File: src/rtl/and_pulse_monitor.sv
// Pulse monitor for the asynchronous and_gate output: two-flop synchronizer, edge
// detection, pulse counting, pulse-width measurement and glitch flagging.
module and_pulse_monitor #(
    parameter int CNT_W     = 8,
    parameter int WID_W     = 8,
    parameter int MIN_WIDTH = 3
) (
    input  logic             clk,
    input  logic             rst,
    input  logic             in_sig,
    input  logic             clr,
    output logic             rise,
    output logic             fall,
    output logic             busy,
    output logic [CNT_W-1:0] count,
    output logic [WID_W-1:0] last_width,
    output logic             width_valid,
    output logic             glitch,
    output logic             glitch_seen
);

    typedef enum logic {
        IDLE = 1'b0,
        HIGH = 1'b1
    } state_t;

    localparam logic [CNT_W-1:0] CNT_MAX = '1;
    localparam logic [WID_W-1:0] WID_MAX = '1;
    localparam logic [WID_W-1:0] MIN_W   = WID_W'(MIN_WIDTH);

    state_t           state;
    logic             s1;
    logic             s2;
    logic [WID_W-1:0] width_cnt;

    // NOTE: every register here is updated with <= so all flops sample the
    // pre-edge values together; blocking assignments would chain s1 into s2
    // in a single cycle and collapse the synchronizer.
    always_ff @(posedge clk) begin
        if (rst) begin
            s1          <= 1'b0;
            s2          <= 1'b0;
            state       <= IDLE;
            width_cnt   <= '0;
            rise        <= 1'b0;
            fall        <= 1'b0;
            busy        <= 1'b0;
            count       <= '0;
            last_width  <= '0;
            width_valid <= 1'b0;
            glitch      <= 1'b0;
            glitch_seen <= 1'b0;
        end else begin
            s1          <= in_sig;
            s2          <= s1;
            rise        <= 1'b0;
            fall        <= 1'b0;
            width_valid <= 1'b0;
            glitch      <= 1'b0;

            // Clear first; an edge in the same cycle overrides with fresh values.
            if (clr) begin
                count       <= '0;
                last_width  <= '0;
                glitch_seen <= 1'b0;
            end

            case (state)
                IDLE: begin
                    if (s2) begin
                        state     <= HIGH;
                        busy      <= 1'b1;
                        width_cnt <= WID_W'(1);
                        rise      <= 1'b1;
                        if (clr) begin
                            count <= CNT_W'(1);
                        end else if (count != CNT_MAX) begin
                            count <= count + CNT_W'(1);
                        end
                    end
                end
                HIGH: begin
                    if (s2) begin
                        if (width_cnt != WID_MAX) begin
                            width_cnt <= width_cnt + WID_W'(1);
                        end
                    end else begin
                        state       <= IDLE;
                        busy        <= 1'b0;
                        fall        <= 1'b1;
                        width_valid <= 1'b1;
                        last_width  <= width_cnt;
                        if (width_cnt < MIN_W) begin
                            glitch      <= 1'b1;
                            glitch_seen <= 1'b1;
                        end
                    end
                end
                default: state <= IDLE;
            endcase
        end
    end

endmodule

File: config.mk
export PLATFORM = sky130hd
export DESIGN_NAME = and_pulse_monitor
export DESIGN_NICKNAME = d
export VERILOG_FILES = /design/src/rtl/and_pulse_monitor.sv
export SDC_FILE = /design/constraint.sdc
export NUM_CORES = 1
export LEC_CHECK = 0
export CAP_MARGIN = 20
export CORE_AREA = 5 5 83 85
export CTS_CLUSTER_SIZE = 28
export DETAILED_ROUTE_END_ITERATION = 16
export DIE_AREA = 0 0 88 90
export GPL_TIMING_DRIVEN = 0
export PLACE_DENSITY_LB_ADDON = 0.2
export SLEW_MARGIN = 20
export SYNTH_ARGS = -nofsm -noshare
export SYNTH_HDL_FRONTEND = slang
export SYNTH_SLANG_ARGS = --single-unit
File: constraint.sdc
create_clock -name clk -period 1.9 [get_ports clk]
set_clock_uncertainty 0.1 [all_clocks]
set_input_delay 0.38 -clock clk [delete_from_list [all_inputs] [get_ports clk]]
set_output_delay 0.38 -clock clk [all_outputs]
set_load 0.01 [all_outputs]
# Word-level counts from Yosys, hierarchy flattened
# Cells that the tools add are included.
word_totals:
  ff_bits: 32
  out_inout_bits: 22
  elab_cells: 48
op_classes:
  n_bitwise: 1
  magnitude_cmp: 1
  n_reduce_logical: 5
  n_eq_ne: 6
  addsub: 2
  muxes: 22
op_table:
  columns: ["op", "n"]
  rows:
  - ["$mux W8", 11]
  - ["$add A8 B1 Y8 const B", 2]
  - ["$ne A8 B8 Y1 const B", 2]
  - ["$pmux W8 S2", 1]
  - ["$mux W1", 9]
  - ["$lt A8 B2 Y1 const B", 1]
  - ["$ne A2 B1 Y1 const B", 2]
  - ["$ne A2 B2 Y1 const B", 2]
  - ["$reduce_or A2 Y1", 2]
  - ["$reduce_and A3 Y1", 1]
  - ["$reduce_or A3 Y1", 1]
  - ["$pmux W1 S2", 1]
  - ["$reduce_and A2 Y1", 1]
  - ["$not A1 Y1", 1]

# Logic depth before layout (Yosys ltp)
depth:
  word_depth: 5
  ltp_mapped: 7
  depth_no_buf: 6

# Worst setup path after synthesis
# OpenSTA, ideal clock, no wires.
synth_timing:
  kind: "register to register"
  from: "reg state"
  to: "reg width_cnt[7]"
  path_stages_with_launch: 8
  required_time_ps: 1709
  slack_ps: 249
  period_less_slack_ps: 1651
  path_buffers: 1
  t_arrival_ps: 1460
  cell_sequence: "dfxtp_1 > buf_4 > inv_1 > ha_1 > nor2_2 > and4_4 > a21oi_1 > a311oi_1"
synth_via:
  elab_chain_cells: 3
  elab_cells_between_ends: 6
  classes_between: "eq/ne (3); mux (1); bitwise (1); reduce/logical (1)"
synth_lines:
  columns: ["element", "line_no", "rtl"]
  rows:
  - ["from (decl)", "31", "state_t state;"]
  - ["from (signal assigned)", "43", "state <= IDLE;"]
  - ["from (signal assigned)", "71", "state <= HIGH;"]
  - ["from (signal assigned)", "88", "state <= IDLE;"]
  - ["$not A1 Y1 (no line)", null, null]
  - ["$ne A2 B2 Y1 (no line)", null, null]
  - ["$reduce_and A3 Y1 (no line)", null, null]
  - ["to (signal assigned)", "85", "width_cnt <= width_cnt + WID_W'(1);"]
  - ["to (decl)", "34", "logic [WID_W-1:0] width_cnt;"]
# Several ways; a longest one is shown, not always the timed one.
# A chain may end at the register's enable or synchronous reset.

# Worst setup path in the final report
layout_timing:
  from: "reg count[2]"
  to: "out count[2]"
layout_lines:
  columns: ["element", "line_no", "rtl"]
  rows:
  - ["from (decl)", "15", "output logic [CNT_W-1:0] count,"]
  - ["from (signal assigned)", "78", "count <= count + CNT_W'(1);"]
# No word-level cell between the ends.

==> impl_metrics.toml <==
[outcome]
status = "complete, no violations"

[cells_and_area]
area_growth_syn_to_layout_pct = 30.25
fin_nets = 204
antenna_cells = 0
drive_above_1_share_pct = 13.20

[routing]
vias_per_cell = 4.777
vias = 1309
routed_wirelength_mm = 3.719
drc = 0
wl_per_cell_um = 13.57
drt-initial-drc-count = 51
drtPass1Iterations = 4
drt.antenna.violating_nets = 0

[clocking]
clock_tree.root_cell = "clkbuf_8"
clk_latency_ps = 280
post_cts_buffers = 0
cts.hold.buffers_added = 0
cts_num_sinks = 32
cts_buffers = 5
cts.clk_slew.worst_paths_ps = 70
cts_tree = "built"
cts_buffer_depth = 2
h-tree-depth = 2
cts_resized = 0

[synth]
synth.distinct_cells = 44
syn_area_um2 = 1473
yosys-top-cells-count = "dfxtp_1 (32), nor2_1 (15), a21oi_1 (13)"
yosys_warnings = 0
yosysMostFrequentCell = "dfxtp_1"
ys_seq_elements = 32
ys_top_cells_by_area = "dfxtp_1 (44%), a21oi_1 (4.4%), nor3b_1 (4.1%)"
avgSynthCellArea_um2 = 8.980
synth_edf_count = 0
synth_top_area_share_pct = 43.50
syn_inst = 164
synth_ff_type = "dfxtp_1"
ys_seq_area_share_pct = 43.50
syn_nets = 172
yosys.area.top_type = "dfxtp_1"
synthArstFlopShare_pct = 0

[power_and_ir_drop]
leakagePower_nw = 0.7027
power.internal_mw = 1.001
clock_power_share_pct = 41.6
comb_power_share_pct = 5.8
powerDensity_nw_per_um2 = 680.4
p_seq_share_pct = 52.6
p_total_mw = 1.305
power.switching_uw = 304.3
netSwitchingFraction_pct = 23.32
max-vdd-ir-drop_mv = 0.2181

[die]
core_area_um2 = 6132
num_rows = 29
die_h_um = 90
die_width_um = 88
ioPinCount = 26
die-area_um2 = 7920
start_util_pct = 24.02

[sta]
hold_viol = 0
rsz0062_at_grt = "no"
maxSlewHeadroom_pct = 67.17
period_share_pct = 96.44
finalMaxSlewViolations = 0
holdWs_ps = 344.4
post-route-min-period_ps = 1832
fmax_mhz = 545.8
finalSetupViolations = 0
worst_pin_slew_ps = 492.5

[critical_path]
cp-start-kind = "flop"
arrival_ps = 1350
required_ps = 1420
path_buf_inv = 1
path_cells = "clkdlybuf4s50_1"
critPathCaptureType = "output pin"
cp_top_family = "buffers and inverters"
critPathKind = "reg -> out"
max_stage_delay_ps = 600
worst-path-max-fanout = 7
cpMaxStageDelayCell = "clkdlybuf4s50_1"

[global_route]
grt_use_met2_pct = 15.70
grt-busiest-layer = "met2"
antenna_found_initial = 0
grt_max_degree = 11
grt_util_met3_pct = 3.016
track_usage_pct = 10.19
grt_pass1_vias = 1314
grt_overflow_total = 0
grt_pass1_wl_mm = 6.492
met1_usage_pct = 13.93

[min_path]
hold_path.class = "reg -> reg"

[placement]
hpwlAfterDp_mm = 2.678
place_congestion = 0.7533
numPortBuffers = 25

[run]
drv_cap = 0
-- cell usage in the layout (no fill, tap or decap), drive strengths merged, types with 3 or more instances in the layout --
master | Yosys | layout
nor2b | 4 | 4
clkdlybuf4s50 | 0 | 25
nor3 | 6 | 6
or2 | 3 | 3
ha | 4 | 4
buf | 9 | 9
o21ai | 7 | 7
a41oi | 3 | 3
nand4 | 5 | 5
a31oi | 4 | 4
a21oi | 13 | 13
nand2 | 12 | 12
nor2 | 16 | 16
clkbuf | 1 | 7
nand3 | 5 | 5
dfxtp | 32 | 32
nor3b | 8 | 8
inv | 4 | 4
and4 | 5 | 5
-- metal layers --
| metal | share of wire (%) | wire [um] | vias up |
|---|---|---|---|
| met5 | 0 | 0 | - |
| met4 | 0.62 | 23 | 0 |
| met3 | 4.9 | 183 | 4 |
| met2 | 46 | 1715 | 29 |
| met1 | 48 | 1796 | 608 |
| li1 | - | - | 668 |
-- per-stage QoR --
| stage | cell area, um2 | cells | worst slack [ps] | util [%] | setup TNS, ps |
|---|---|---|---|---|---|
| final | 1918 | 274 | 67.71 | 31.28 | 0 |
| after global routing | 1918 | 274 | 2.683 | 31.28 | 0 |
| after CTS | 1912 | 274 | 11.23 | 31.18 | 0 |
| after detailed placement | 1819 | 266 | -152.1 | 29.67 | -1418 |
| after global placement | 1819 | 266 | -148.1 | 29.67 | -1377 |
| after floorplan | 1473 | 164 | 249.0 | - | 0 |
-- final timing paths --
check | to | cells after the start | slack, ps | startpoint
worst min-delay path | s2 | 1 | 340 | s1
worst max-delay path | count[2] | 1 | 70 | count[2]
worst min register to register | s2 | 1 | 340 | s1
worst max register to register | width_cnt[7] | 7 | 140 | state
-- power groups by stage --
stage          registers, mW  clock network (mW)  logic [mW]
6_report               0.686               0.543      0.0758
5_1_grt                0.687               0.598      0.0855
3_3_place_gp           0.702                   0      0.0760
3_5_place_dp           0.702                   0      0.0755
4_1_cts                0.686               0.571      0.0758
2_1_floorplan          0.702                   0      0.0429
-- registers in the layout (all words and copies together) (netlist names) --
signal	cells
state	1
glitch	1
rise	1
s2	1
width_cnt	8
width_valid	1
busy	1
count	8
glitch_seen	1
last_width	8
s1	1
-- final cells by class --
cell class / count / area [um2]
inverters: 4 / 15.01
clock buffers: 6 / 82.58
flip-flops and latches: 32 / 641.9
multi-input cells: 118 / 763.2
plain buffers: 10 / 58.81
fillers: 669 / 4214
well taps: 77 / 96.34
repair buffers: 25 / 250.2
clock inverters: 2 / 10.01
-- logic make-up after synthesis --
kind of cell	share of synthesized area [%]
XOR/XNOR	0.5948
AND/OR/NAND/NOR	29.74
adder cells (fa/ha/maj)	3.399
AO/OA/AOI/OAI	16.40
flip-flops	43.50
multiplexers	1.359
buffers and inverters	5.011
(Power assumes the default switching activity.)
